## src/rtl/delugish_exp_log.sv

```systemverilog
`default_nettype none
// ============================================================================
// Module      : delugish_exp_log
// Description : Iterative De Lugish shift-and-add unit for the LNS MAC path.
//               mode 0 computes 2^x (x in Q0.WIDTH, result Q1.WIDTH in [1,2)).
//               mode 1 computes log2(x) (x in Q1.WIDTH in [1,2), result Q0.WIDTH).
//               One iteration per clock, ITER iterations plus one finalise
//               cycle, so a result is presented ITER+1 edges after acceptance.
// Ports       : clk, rstn          - clock, asynchronous active-low reset
//               mode_in, data_in   - operand and mode, sampled on acceptance
//               data_in_valid/_enable   - upstream handshake (enable in IDLE)
//               data_out, data_out_err, mode_out - result, range flag, mode
//               data_out_valid/_enable  - downstream handshake
// Options     : define DELUGISH_ROUND_EN for round-half-up of the final result
//               using the guard bits (requires GUARD >= 1); otherwise the
//               result is truncated.
// Revision    : 1.0 - initial release
// ============================================================================
module delugish_exp_log #(
    parameter int WIDTH = 8,
    parameter int ITER  = WIDTH,
    parameter int GUARD = 2
) (
    input  logic           clk,
    input  logic           rstn,
    input  logic           mode_in,
    input  logic [WIDTH:0] data_in,
    input  logic           data_in_valid,
    output logic           data_in_enable,
    output logic [WIDTH:0] data_out,
    output logic           data_out_valid,
    input  logic           data_out_enable,
    output logic           data_out_err,
    output logic           mode_out
);

    localparam int FRAC  = WIDTH + GUARD;      // internal fractional bits
    localparam int YW    = FRAC + 2;           // product/p register: 2 integer bits
    localparam int ZW    = FRAC + 1;           // angle register: 1 integer bit
    localparam int CNT_W = $clog2(ITER + 2);   // must hold ITER+1

    localparam logic [1:0] ST_IDLE = 2'd0;
    localparam logic [1:0] ST_BUSY = 2'd1;
    localparam logic [1:0] ST_DONE = 2'd2;

    localparam logic [CNT_W-1:0] CNT_ONE = CNT_W'(1);
    localparam logic [CNT_W-1:0] CNT_FIN = CNT_W'(ITER + 1);
    localparam logic [YW-1:0]    Y_ONE   = YW'(1) << FRAC;

    // floor(log2(1 + 2^-i) * 2^24), i = 1..16
    function automatic logic [23:0] l_rom(input logic [4:0] idx);
        logic [23:0] v;
        case (idx)
            5'd1:    v = 24'd9814042;
            5'd2:    v = 24'd5401057;
            5'd3:    v = 24'd2850868;
            5'd4:    v = 24'd1467382;
            5'd5:    v = 24'd744809;
            5'd6:    v = 24'd375269;
            5'd7:    v = 24'd188362;
            5'd8:    v = 24'd94364;
            5'd9:    v = 24'd47228;
            5'd10:   v = 24'd23625;
            5'd11:   v = 24'd11815;
            5'd12:   v = 24'd5908;
            5'd13:   v = 24'd2954;
            5'd14:   v = 24'd1477;
            5'd15:   v = 24'd738;
            5'd16:   v = 24'd369;
            default: v = 24'd0;
        endcase
        return v;
    endfunction

    logic [1:0]       state_q, state_d;
    logic [CNT_W-1:0] cnt_q, cnt_d;
    logic             mode_q, mode_d;
    logic             err_q, err_d;
    logic [WIDTH:0]   x_q, x_d;
    logic [YW-1:0]    y_q, y_d;
    logic [ZW-1:0]    z_q, z_d;
    logic [WIDTH:0]   data_out_q, data_out_d;
    logic             data_out_err_q, data_out_err_d;
    logic             mode_out_q, mode_out_d;
    logic             data_in_enable_q, data_in_enable_d;

    logic [23:0]      l24;
    logic [ZW-1:0]    l_ext;
    logic [YW-1:0]    y_sum;
    logic [YW-1:0]    x_ext;
    logic [WIDTH:0]   exp_res;
    logic [WIDTH:0]   log_res;
    logic             unused_low_bits;

    assign l24   = l_rom(5'(cnt_q));
    assign l_ext = ZW'(l24[23 -: FRAC]);        // table truncated to FRAC bits
    assign y_sum = y_q + (y_q >> cnt_q);
    assign x_ext = YW'(x_q) << GUARD;
    assign unused_low_bits = ^{y_q, z_q};

`ifdef DELUGISH_ROUND_EN
    logic [WIDTH+2:0] exp_rnd;
    logic [WIDTH+1:0] log_rnd;

    assign exp_rnd = (WIDTH+3)'(y_q[YW-1:GUARD]) + (WIDTH+3)'(y_q[GUARD-1]);
    assign log_rnd = (WIDTH+2)'(z_q[ZW-1:GUARD]) + (WIDTH+2)'(z_q[GUARD-1]);
    // A carry into 2.0 (exp) or 1.0 (log) saturates to the largest code.
    assign exp_res = (exp_rnd[WIDTH+2:WIDTH+1] != 2'b00) ? {(WIDTH+1){1'b1}}
                                                         : exp_rnd[WIDTH:0];
    assign log_res = (log_rnd[WIDTH+1:WIDTH] != 2'b00) ? {1'b0, {WIDTH{1'b1}}}
                                                       : {1'b0, log_rnd[WIDTH-1:0]};
`else
    // Truncation; the saturation only guards against accumulated table error.
    assign exp_res = y_q[YW-1] ? {(WIDTH+1){1'b1}} : y_q[FRAC:GUARD];
    assign log_res = z_q[ZW-1] ? {1'b0, {WIDTH{1'b1}}} : {1'b0, z_q[FRAC-1:GUARD]};
`endif

    always_comb begin
        state_d        = state_q;
        cnt_d          = cnt_q;
        mode_d         = mode_q;
        err_d          = err_q;
        x_d            = x_q;
        y_d            = y_q;
        z_d            = z_q;
        data_out_d     = data_out_q;
        data_out_err_d = data_out_err_q;
        mode_out_d     = mode_out_q;

        case (state_q)
            ST_IDLE: begin
                if (data_in_valid && data_in_enable_q) begin
                    state_d = ST_BUSY;
                    cnt_d   = CNT_ONE;
                    mode_d  = mode_in;
                    x_d     = data_in;
                    // exp needs the integer bit clear, log needs it set
                    err_d   = mode_in ? ~data_in[WIDTH] : data_in[WIDTH];
                    y_d     = Y_ONE;
                    z_d     = mode_in ? '0 : (ZW'(data_in[WIDTH-1:0]) << GUARD);
                end
            end
            ST_BUSY: begin
                if (cnt_q == CNT_FIN) begin
                    state_d        = ST_DONE;
                    cnt_d          = '0;
                    mode_out_d     = mode_q;
                    data_out_err_d = err_q;
                    if (err_q) begin
                        data_out_d = '0;
                    end else begin
                        data_out_d = mode_q ? log_res : exp_res;
                    end
                end else begin
                    cnt_d = cnt_q + CNT_ONE;
                    if (!mode_q) begin
                        if (z_q >= l_ext) begin
                            z_d = z_q - l_ext;
                            y_d = y_sum;
                        end
                    end else begin
                        if (y_sum <= x_ext) begin
                            y_d = y_sum;
                            z_d = z_q + l_ext;
                        end
                    end
                end
            end
            ST_DONE: begin
                if (data_out_enable) begin
                    state_d = ST_IDLE;
                end
            end
            default: begin
                state_d = ST_IDLE;
            end
        endcase

        data_in_enable_d = (state_d == ST_IDLE);
    end

    always_ff @(posedge clk or negedge rstn) begin
        if (!rstn) begin
            state_q          <= ST_IDLE;
            cnt_q            <= '0;
            mode_q           <= 1'b0;
            err_q            <= 1'b0;
            x_q              <= '0;
            y_q              <= '0;
            z_q              <= '0;
            data_out_q       <= '0;
            data_out_err_q   <= 1'b0;
            mode_out_q       <= 1'b0;
            data_in_enable_q <= 1'b0;
        end else begin
            state_q          <= state_d;
            cnt_q            <= cnt_d;
            mode_q           <= mode_d;
            err_q            <= err_d;
            x_q              <= x_d;
            y_q              <= y_d;
            z_q              <= z_d;
            data_out_q       <= data_out_d;
            data_out_err_q   <= data_out_err_d;
            mode_out_q       <= mode_out_d;
            data_in_enable_q <= data_in_enable_d;
        end
    end

    assign data_in_enable = data_in_enable_q;
    assign data_out_valid = (state_q == ST_DONE);
    assign data_out       = data_out_q;
    assign data_out_err   = data_out_err_q;
    assign mode_out       = mode_out_q;

endmodule
`default_nettype wire
```

## config.mk

```make
export PLATFORM = sky130hd
export DESIGN_NAME = delugish_exp_log
export DESIGN_NICKNAME = d
export VERILOG_FILES = /design/src/rtl/delugish_exp_log.sv
export SDC_FILE = /design/constraint.sdc
export NUM_CORES = 1
export LEC_CHECK = 0
export ABC_AREA = 1
export BUFFER_PORTS_ARGS = -buffer_cell sky130_fd_sc_hd__buf_4
export CAP_MARGIN = 30
export CORE_MARGIN = 1.5
export CORE_UTILIZATION = 60
export DETAILED_ROUTE_END_ITERATION = 8
export GPL_ROUTABILITY_DRIVEN = 1
export HOLD_SLACK_MARGIN = 0.05
export PLACE_DENSITY_LB_ADDON = 0.05
export SLEW_MARGIN = 20
export SYNTH_ARGS = -nofsm -noshare
export SYNTH_HDL_FRONTEND = slang
export SYNTH_SLANG_ARGS = --single-unit
```

## constraint.sdc

```tcl
create_clock -name clk -period 5.1 [get_ports clk]
set_input_delay 1.02 -clock clk [delete_from_list [all_inputs] [get_ports clk]]
set_output_delay 1.02 -clock clk [all_outputs]
set_load 0.01 [all_outputs]
```

Word-level counts from Yosys, hierarchy flattened
Memory sizes are Yosys's and may differ from the RTL's.
Index checks and enable logic that the tools add are counted.
{ "word_totals": {"ff_bits": 52, "mem_bits_ro": 384, "word_cells": 60, "n_memories": 1} }
{ "classes": {"add_sub_neg": 4, "magnitude_cmp": 2, "eq_ne": 7, "shift": 1, "n_mux": 25, "n_bitwise": 1, "n_reduce_logical": 8} }
{ "memory_table": {"columns": ["memory", "words", "width", "rd", "rd_ports_with_merged_regs", "write_ports", "line", "text"], "rows": [
  ["(no name shown)", 16, 24, 1, 0, 0, "53", "case (idx)"]
]} }
{ "op_table": {"columns": ["cell", "count"], "rows": [
  ["$mux 12", 5],
  ["$mux 11", 5],
  ["$mux 9", 3],
  ["$pmux 12 s2", 1],
  ["$pmux 11 s2", 1],
  ["$add 12x12->12", 1],
  ["$le 12x11->1", 1],
  ["$shr 12x4->12", 1],
  ["$add 11x10->11", 1],
  ["$ge 11x10->1", 1],
  ["$sub 11x10->11", 1],
  ["$mux 10", 1],
  ["$mux 4", 2],
  ["$mux 8", 1],
  ["$pmux 4 s2", 1],
  ["$mux 2", 3],
  ["$ne 3x3->1 const B", 2],
  ["$pmux 2 s3", 1],
  ["$reduce_and 2->1", 3],
  ["$reduce_and 5->1", 1],
  ["$add 4x1->4 const B", 1],
  ["$eq 4x4->1 const B", 1],
  ["$logic_not 2->1", 2],
  ["$ne 2x2->1 const B", 2],
  ["6 further kinds", 6]
]} }

Logic depth before layout (Yosys ltp)
Gate-level depths: netlist of the first run.
{ "logic_depth": {"ltp_word": 7, "ltp_mapped": 33, "mapped_depth_nobuf": 30} }

Worst setup path before layout of the first run
OpenSTA, ideal clock, no wires.
{ "synth_path": {"path_type": "flip-flop to flip-flop", "from": "register cnt_q[0]", "to": "register y_q[11]", "setup_ns": 0.117, "t_arrival_ns": 3.690, "path_slack_ns": 1.293, "stages_incl_launch_ff": 28, "cell_sequence": "dfrtp_1 -> buf_2 -> inv_1 -> clkbuf_1 -> o21ai_0 -> o21ai_0 -> o221ai_1 -> fa_1 -> nand3_1 -> nand2_1 -> a21oi_1 -> xor2_1 -> inv_1 -> ha_1 -> nand2_1 -> nor2_1 -> nand2_1 -> nand3_1 -> nand2_1 -> nand2_1 -> nand2_1 -> nand2_1 -> nand2_1 -> nand2_2 -> nand2_4 -> buf_4 -> nand3_1 -> nand2_1"} }
{ "synth_via": {"elab_chain_cells": 6, "elab_cells_between_ends": 15, "cone_classes": "1 x add/sub; 2 x order compare; 4 x eq/ne; 1 x shift; 5 x mux; 1 x reduce/logical; 1 x memory"} }
{ "synth_rtl": {"columns": ["item", "line", "text"], "rows": [
  ["start, declared", "76", "logic [CNT_W-1:0] cnt_q, cnt_d;"],
  ["start signal, assigned", "197", "cnt_q <= cnt_d;"],
  ["branches (longest 6 deep; another with $add 12x12->12)", null, null],
  ["end signal, assigned", "201", "y_q <= y_d;"],
  ["end, declared", "80", "logic [YW-1:0] y_q, y_d;"]
]} }
Several ways; the timed one is not identified. The select of a mux whose other input is x is not followed.
A chain may end at the register's enable or synchronous reset.

Final worst setup path of the first run
{ "layout_path": {"from": "register cnt_q[0]", "to": "register z_q[4]"} }
{ "layout_via": {"elab_chain_cells": 6, "elab_cells_between_ends": 17, "cone_classes": "3 x add/sub; 2 x order compare; 4 x eq/ne; 1 x shift; 5 x mux; 1 x reduce/logical; 1 x memory"} }
{ "layout_rtl": {"columns": ["item", "line", "text"], "rows": [
  ["branches (longest 6 deep; another with $add 12x12->12)", null, null],
  ["end signal, assigned", "202", "z_q <= z_d;"],
  ["end, declared", "81", "logic [ZW-1:0] z_q, z_d;"]
]} }
Several ways; the timed one is not identified. The select of a mux whose other input is x is not followed.

==> results of run 1 <==
[through the flow]
step / std cells / cell area, sq um / util / setup WS, ns
2_1_floorplan: 734 / 4800 / - / 1.29
3_3_place_gp: 842 / 5010 / 0.649 / 0.879
3_5_place_dp: 842 / 5010 / 0.649 / 0.794
4_1_cts: 850 / 5110 / 0.661 / 0.749
5_1_grt: 850 / 5110 / 0.661 / 0.285
6_report: 850 / 5110 / 0.661 / 0.674
[layer usage]
layer,up-vias,global-route usage,share of wire
met2,272,0.512,0.43
met1,2256,0.482,0.44
met4,0,0.114,0.032
met3,32,0.0550,0.10
met5,-,0,0
li1,2408,-,-
[final cells by class]
type                            instances  area (sq um)
Tap cell                              102           128
Sequential cell                        52          1300
Clock inverter                          3          23.8
Clock buffer                            5          68.8
Fill cell                             683          2620
Inverter                              102           383
Multi-Input combinational cell        557          2990
Timing Repair Buffer                   29           218
[kinds of logic after synthesis]
family	synth area share
AOI/OAI and AO/OA	0.141
buffers and inverters	0.106
DFF	0.271
adders and majority gates	0.132
muxes	0.00209
xor gates and xnor gates	0.0146
and+or+nand+nor	0.332
[state kept, by name (all words and copies together), names as in the netlist, 2 cells and up]
name,count
cnt_q,4
data_out,9
state_q,2
x_q,9
y_q,12
z_q,11
[worst paths after layout]
check / cells past startpoint / from / slack, ns / end
worst max-delay path: 28 / cnt_q[0] / 0.67 / z_q[4]
worst min-delay path: 2 / mode_out / 0.50 / mode_out
worst max register to register: 28 / cnt_q[0] / 0.67 / z_q[4]
worst min register to register: 2 / mode_out / 0.50 / mode_out
max in group asynchronous: 1 / rstn / 3.94 / state_q[0]
min in group asynchronous: 1 / rstn / 0.72 / mode_out
[synthesized netlist by cell type]
cell,instances,area (sq um)
nor3_2,1,10.0
nand2_1,229,860
nand3b_1,4,30.0
fa_1,3,60.1
o21ai_0,49,245
buf_4,1,7.51
inv_2,4,15.0
nand4_1,6,37.5
a21o_1,2,15.0
o32ai_1,9,78.8
o22ai_1,8,50.1
buf_1,1,3.75
mux2i_1,1,10.0
o21bai_1,3,22.5
dfrtp_1,52,1300
a31oi_1,3,18.8
o21a_1,1,7.51
and3_1,1,6.26
o21ai_1,5,25.0
nand3_1,65,325
o31ai_1,2,15.0
nand2_2,3,18.8
o221ai_1,3,26.3
nor2_1,62,233
xnor2_1,1,8.76
clkbuf_1,11,41.3
a22oi_1,1,7.51
a21oi_1,28,140
or2_2,1,6.26
a21oi_2,1,8.76
ha_1,46,576
nand2_4,2,22.5
nor3_1,5,25.0
buf_2,6,30.0
buf_6,4,45.0
o21ai_2,1,8.76
xor2_1,7,61.3
o211ai_1,1,7.51
inv_1,98,368
nor2_2,3,18.8
[critical path: cells and delay by family (launching register included)]
kind                       cells  cell delay, ns
and+or+nand+nor               18            1.65
adders and majority gates      3            0.98
buffers and inverters          2            0.45
AOI/OAI and AO/OA              4            0.62
DFF                            1            0.40
xor gates and xnor gates       1            0.23
==> results.sh, run 1 <==
export IMPL_status="finished clean"
export IMPL_slew_headroom=0.566
export IMPL_cts_htree_levels=2
export IMPL_wl_per_cell_microns=16.3
export IMPL_grt_pass1_vias=4478
export IMPL_start_kind="register"
export IMPL_cp_slowest_cell="fa_1"
export IMPL_io_pins=27
export IMPL_hpwl_microns=10800
export IMPL_firstDrtPassIters=7
export IMPL_cap_violations=0
export IMPL_num_rows=32
export IMPL_cp_max_fo=24
export IMPL_finalHoldViolCount=0
export IMPL_slew_violations=0
export IMPL_die_y_microns=92.4
export IMPL_setup_viol=0
export IMPL_syn_inst=734
export IMPL_cts_tree="yes"
export IMPL_cts_buffers=5
export IMPL_cts_hold_buf=0
export IMPL_gr_usage_all_layers=0.336
export IMPL_drtAntennaViolNets=0
export IMPL_antenna_found_initial=0
export IMPL_tightest_slew_ns=0.649
export IMPL_postCtsSetupRepairBufs=0
export IMPL_core_sq_um=7730
export IMPL_yosys_warnings=0
export IMPL_final_period_utilization=0.868
export IMPL_grt_max_degree=53
export IMPL_ys_seq_area_frac=0.271
export IMPL_synth_area_per_cell_sq_um=6.54
export IMPL_clock_path_buffers=2
export IMPL_die_x_microns=92.4
export IMPL_die_area_sq_um=8540
export IMPL_rsz0062_at_grt="no"
export IMPL_start_util=0.621
export IMPL_area_growth_syn_to_layout_pct=6.47
export IMPL_fin_worst_skew_ns=0.0149
export IMPL_cts_root_buf="clkbuf_8"
export IMPL_final_cell_mix="nand2_1 (229), inv_1 (98), nand3_1 (65)"
export IMPL_path_common_cell="nand2_1"
export IMPL_synth_cell_area_sq_um=4800
export IMPL_worstPathArrival_ns=4.69
export IMPL_io_buffers=26
export IMPL_grt_pass1_wl_microns=22400
export IMPL_cp_required_ns=5.37
export IMPL_ys_ff_latch=52
export IMPL_path_class="reg -> reg"
export IMPL_drtIter0Drc=425
export IMPL_drt_total_wl_microns=13900
export IMPL_clkTransAtPathRegs_ns=0.11
export IMPL_nNetsFinal=810
export IMPL_layout_commonest_cell="nand2_1"
export IMPL_hold_ws_ns=0.500
export IMPL_syn_nets=797
export IMPL_clkLatencyLatePin_ns=0.32
export IMPL_dr_total_vias=4968
export IMPL_grt_overflow=0
export IMPL_gp_congestion=1.01
export IMPL_drc=0
export IMPL_hp_class="reg -> reg"
export IMPL_synthDistinctLibCells=40
export IMPL_ctsResizeCount=0
export IMPL_drive_above_1_share=0.0709
export IMPL_critPathCaptureType="register"
export IMPL_cts_sinks=52
export IMPL_routed_via_density=5.84
export IMPL_diodes=0
export IMPL_fin_setup_tns_ns=0
export IMPL_fmaxAchievable_mhz=226
export IMPL_cpPeakStageDelay_ns=0.44
export IMPL_fin_crit_ns=4.43
Power of run 1 is not shown: default switching activity piles up to over one toggle a cycle in this logic, so the estimate is an artifact.
==> run 2, diff against run 1 <==
RECOVER_POWER = 50   (was default)
==> run 2 against run 1 <==
Effect of this change:
- the run now ends with max-capacitance violations, max-slew violations left
- clock-buffer cell count unchanged
- non-clock buffer count unchanged
- sequential share of layout area increased by 0.094 points
- register-to-register slack about the same
- final area decreased by 0.37%
- global-route usage unchanged
- critical path depth unchanged
- critical path type unchanged
- largest cell class unchanged
- highest routed layer unchanged
==> results.sh, run 2 (synthesis results as in run 1) <==
export IMPL_status="finished, violations left"
export IMPL_violations="max-capacitance violations, max-slew violations"
export IMPL_min_to="mode_out"
export IMPL_io_pins=27
export IMPL_tightest_slew_ns=2.74
export IMPL_area_growth_syn_to_layout_pct=6.08
export IMPL_hp_class="reg -> reg"
export IMPL_grt_max_degree=53
export IMPL_dr_wl_met3_microns=1400
export IMPL_worstPathArrival_ns=4.70
export IMPL_cts_htree_levels=2
export IMPL_critPathCaptureType="register"
export IMPL_fmaxAchievable_mhz=225
export IMPL_reg2reg_setup_slack_ns=0.66
export IMPL_wl_met2_microns=5980
export IMPL_multiInputGateArea_sq_um=2990
export IMPL_reg2reg_depth=28
export IMPL_highest_layer="met4"
export IMPL_postCtsSetupRepairBufs=0
export IMPL_die_area_sq_um=8540
export IMPL_cts_tree="yes"
export IMPL_num_rows=32
export IMPL_largest_register_ff_count=12
export IMPL_die_y_microns=92.4
export IMPL_clock_path_buffers=2
export IMPL_setup_viol=0
export IMPL_cts_buffers=5
export IMPL_cts_root_buf="clkbuf_8"
export IMPL_start_kind="register"
export IMPL_drc=0
export IMPL_rsz0062_at_grt="no"
export IMPL_top_register="y_q"
export IMPL_r2r_end="z_q[4]"
export IMPL_io_buffers=26
export IMPL_cts_hold_buf=0
export IMPL_slew_headroom=-0.825
export IMPL_layout_commonest_cell="nand2_1"
export IMPL_firstDrtPassIters=5
export IMPL_nFillCells=690
export IMPL_diodes=0
export IMPL_cp_max_fo=24
export IMPL_grt_pass1_vias=4478
export IMPL_drtIter0Drc=419
export IMPL_hpwl_microns=10800
export IMPL_fin_crit_ns=4.44
export IMPL_ctsResizeCount=0
export IMPL_routed_via_density=5.85
export IMPL_finalHoldViolCount=0
export IMPL_fin_worst_skew_ns=0.0115
export IMPL_core_sq_um=7730
export IMPL_cpPeakStageDelay_ns=0.44
export IMPL_drt_total_wl_microns=13900
export IMPL_drive_above_1_share=0.0642
export IMPL_path_common_cell="nand2_1"
export IMPL_holdPathStages=2
export IMPL_die_x_microns=92.4
export IMPL_cp_required_ns=5.36
export IMPL_timing_rr_start="cnt_q[0]"
export IMPL_grt_pass1_wl_microns=22400
export IMPL_gp_congestion=1.01
export IMPL_final_cell_mix="nand2_1 (229), inv_1 (98), nand3_1 (65)"
export IMPL_drtAntennaViolNets=0
export IMPL_dr_total_vias=4971
export IMPL_grt_overflow=0
export IMPL_hold_start="mode_out"
export IMPL_wl_met1_microns=6110
export IMPL_nNetsFinal=810
export IMPL_clkTransAtPathRegs_ns=0.11
export IMPL_cap_violations=1
export IMPL_final_period_utilization=0.870
export IMPL_start_util=0.621
export IMPL_cp_slowest_cell="fa_1"
export IMPL_antenna_found_initial=0
export IMPL_fin_setup_tns_ns=0
export IMPL_slew_violations=53
export IMPL_wl_per_cell_microns=16.4
export IMPL_path_class="reg -> reg"
export IMPL_seq_area_sq_um=1300
export IMPL_gr_usage_all_layers=0.336
export IMPL_largestRegisters="y_q x12, z_q x11"
export IMPL_cts_sinks=52
export IMPL_clkLatencyLatePin_ns=0.32
==> run 2: changes by cell type in the layout (fill, tap and decap cells not counted), sizes merged <==
cell,delta
buf,-6
clkbuf,+6
==> run 2: routing by layer <==
layer / track usage / vias to the layer above
met5: 0 / -
met4: 0.114 / 0
met3: 0.0550 / 30
met2: 0.512 / 280
met1: 0.482 / 2257
li1: - / 2404
==> run 2: how the worst max path moves through the flow <==
stage	slack [ns]	to	startpoint	cells after the start
3_5_place_dp	0.79	z_q[4]	cnt_q[0]	28
6_report	0.66	z_q[4]	cnt_q[0]	28
2_1_floorplan	1.29	y_q[11]	cnt_q[0]	27
3_3_place_gp	0.88	z_q[9]	cnt_q[1]	25
4_1_cts	0.75	z_q[4]	cnt_q[0]	28
5_1_grt	0.28	z_q[8]	cnt_q[0]	28
==> run 2: critical path, delay by kind of cell (launching register included) <==
kind,cells,cell delay (ns)
and+or+nand+nor,18,1.65
adders and majority gates,3,0.99
DFF,1,0.40
buffers and inverters,2,0.45
xor gates and xnor gates,1,0.23
AOI/OAI and AO/OA,4,0.62
==> run 2: cell type report <==
| type | count | area share |
|---|---|---|
| Timing Repair Buffer | 29 | 0.0391 |
| Clock inverter | 3 | 0.00467 |
| Tap cell | 102 | 0.0251 |
| Clock buffer | 5 | 0.0135 |
| Multi-Input combinational cell | 557 | 0.587 |
| Sequential cell | 52 | 0.256 |
| Inverter | 102 | 0.0752 |
==> run 2: through the flow <==
stage               hold WS, ns  setup slack [ns]  utilization  instance area [sq um]  cells
finish                    0.495             0.661        0.659                   5090    850
floorplan                 0.442              1.29            -                   4800    734
global placement          0.456             0.879        0.649                   5010    842
global route              0.531             0.285        0.659                   5090    850
CTS                       0.499             0.749        0.661                   5110    850
detailed placement        0.465             0.794        0.649                   5010    842
Power of run 2 is left out for the same reason.
==> run 3, diff against run 2 <==
ABC_AREA = default   (was 1)
==> run 3 against run 2 <==
Effect of this change:
- the flow still finishes with violations (max-capacitance violations, max-slew violations)
- utilization rose by 0.54 points
- fmax is 6.3% lower
- setup slack worse by 0.30 ns
==> results.sh, run 3 <==
export IMPL_synthDistinctLibCells=75
export IMPL_cts_htree_levels=2
export IMPL_synth_top_area_frac=0.278
export IMPL_drt_total_wl_microns=12500
export IMPL_synth_edff_count=0
export IMPL_die_y_microns=91.3
export IMPL_cts_tree="yes"
export IMPL_hpwl_microns=9580
export IMPL_syn_nets=604
export IMPL_gp_congestion=0.957
export IMPL_yosys_warnings=0
export IMPL_die_area_sq_um=8330
export IMPL_fmaxAchievable_mhz=211
export IMPL_grt_max_degree=53
export IMPL_cts_root_buf="clkbuf_8"
export IMPL_cap_violations=1
export IMPL_path_common_cell="mux2i_1"
export IMPL_slew_violations=53
export IMPL_grt_pass1_vias=3988
export IMPL_die_x_microns=91.3
export IMPL_drtIter0Drc=312
export IMPL_start_util=0.612
export IMPL_grt_pass1_wl_microns=20200
export IMPL_io_buffers=26
export IMPL_synth_largest_area_cell="dfrtp_1"
export IMPL_path_cells="mux2i_1 > mux2i_1 > mux2i_1 > o22ai_1 > ha_1 > fa_1 > a21o_1 > o2bb2ai_1 > o31ai_1 > o21a_1 > xnor2_1 > ha_1 > nand4b_1 > nor3_1 > o31ai_4 > o21ai_4 > buf_12 > mux2_1"
export IMPL_clkTransAtPathRegs_ns=0.10
export IMPL_drive_above_1_share=0.133
export IMPL_synth_area_leaders="dfrtp_1 (28%), ha_1 (12%), nand2_1 (4.7%)"
export IMPL_io_pins=27
export IMPL_routed_via_density=6.15
export IMPL_grt_overflow=0
export IMPL_synth_common_cells="nand2_1 (58), dfrtp_1 (52), ha_1 (46)"
export IMPL_slew_headroom=-0.861
export IMPL_ys_seq_area_frac=0.278
export IMPL_cp_max_fo=19
export IMPL_clkLatencyLatePin_ns=0.32
export IMPL_cpPeakStageDelay_ns=0.59
export IMPL_nFillCells=656
export IMPL_antenna_found_initial=0
export IMPL_design_area_sq_um=5080
export IMPL_area_growth_syn_to_layout_pct=8.56
export IMPL_drtAntennaViolNets=0
export IMPL_tightest_slew_ns=2.79
export IMPL_synthMostInstantiatedCell="nand2_1"
export IMPL_setup_viol=0
export IMPL_largestRegisters="y_q x12, z_q x11"
export IMPL_top_register="y_q"
export IMPL_final_period_utilization=0.928
export IMPL_wl_per_cell_microns=19.0
export IMPL_gr_usage_all_layers=0.311
export IMPL_synthFlopType="dfrtp_1"
export IMPL_final_cell_mix="nand2_1 (58), dfrtp_1 (51), ha_1 (46)"
export IMPL_drc=0
export IMPL_fin_setup_tns_ns=0
export IMPL_fin_worst_skew_ns=0.0129
export IMPL_rsz0062_at_grt="no"
export IMPL_hp_class="reg -> reg"
export IMPL_critPathCaptureType="register"
export IMPL_ys_ff_latch=52
export IMPL_synth_area_per_cell_sq_um=8.65
export IMPL_num_rows=32
export IMPL_clock_path_buffers=2
export IMPL_worstPathArrival_ns=4.93
export IMPL_syn_inst=541
export IMPL_diodes=0
export IMPL_start_kind="register"
export IMPL_status="finished, violations left"
export IMPL_cts_hold_buf=0
export IMPL_nNetsFinal=618
export IMPL_largest_register_ff_count=12
export IMPL_synth_cell_area_sq_um=4680
export IMPL_finalHoldViolCount=0
export IMPL_placed_area_sq_um=4930
export IMPL_cts_sinks=52
export IMPL_violations="max-capacitance violations, max-slew violations"
export IMPL_path_class="reg -> reg"
export IMPL_fin_crit_ns=4.74
export IMPL_seq_area_sq_um=1300
export IMPL_dr_total_vias=4048
export IMPL_cp_slowest_cell="dfrtp_2"
export IMPL_ys_async_sr_fraction=1.00
export IMPL_layout_commonest_cell="nand2_1"
export IMPL_cp_required_ns=5.29
export IMPL_firstDrtPassIters=5
export IMPL_core_sq_um=7650
export IMPL_multiInputGateArea_sq_um=3110
export IMPL_cts_buffers=5
export IMPL_hold_ws_ns=0.492
-- run 3: cell count changes in the layout (fill, tap and decap cells not counted), sizes merged, moves of 10 or more --
cell,change
nand3,-64
inv,-66
nand2,-176
o31ai,+10
buf,+12
mux2,+14
mux2i,+17
nand2b,+15
o211ai,+13
xnor2,+14
nor2,-22
-- run 3: area by class of cell --
type	count	area share
repair buffers	37	0.0557
multi-input cells	423	0.612
clock inverters	2	0.00764
clock buffers	6	0.0163
flip-flops and latches	52	0.257
inverters	36	0.0266
well taps	102	0.0251
-- run 3: final timing paths --
check	depth (start not counted)	slack [ns]	to	startpoint
worst max-delay path	18	0.36	z_q[4]	cnt_q[1]
worst min-delay path	1	0.49	data_out[7]	data_out[7]
worst max register to register	18	0.36	z_q[4]	cnt_q[1]
worst min register to register	1	0.49	data_out[7]	data_out[7]
max in group asynchronous	1	1.76	cnt_q[1]	rstn
min in group asynchronous	1	1.57	state_q[1]	rstn
-- run 3: stage by stage --
stage               setup WS (ns)   util  instances
global placement            0.328  0.645        649
floorplan                   0.376      -        541
detailed placement          0.161  0.645        649
global route               0.0247  0.664        658
CTS                         0.134  0.661        657
finish                      0.365  0.664        658
-- run 3: logic make-up (layout without fill, tap and decap cells) --
logic type | Yosys count | after routing | share of synthesized area
compound gates | 158 | 158 | 0.236
mux | 34 | 34 | 0.0867
simple gates | 166 | 166 | 0.174
buf+inv | 66 | 81 | 0.0589
xor+xnor | 16 | 16 | 0.0300
flops | 52 | 52 | 0.278
fa+ha+maj | 49 | 49 | 0.136
-- run 3: critical path, delay by kind of cell (launching register included) --
family,cells,cell delay [ns]
and+or+nand+nor,2,0.20
muxes,4,0.92
xor gates and xnor gates,1,0.16
buffers and inverters,1,0.17
AOI/OAI and AO/OA,7,1.59
DFF,1,0.59
adders and majority gates,3,0.97
-- run 3: routing by layer --
layer / vias to the layer above / track usage / share of wire
li1: 1955 / - / -
met1: 1923 / 0.437 / 0.46
met2: 138 / 0.482 / 0.45
met3: 32 / 0.0444 / 0.055
met4: 0 / 0.124 / 0.029
met5: - / 0 / 0
-- run 3: timing repair --
action,4_1_cts,5_1_grt
buffers inserted,0,1
setup endpoints to repair,0,14
resized for setup,0,1
Power of run 3 is left out for the same reason.
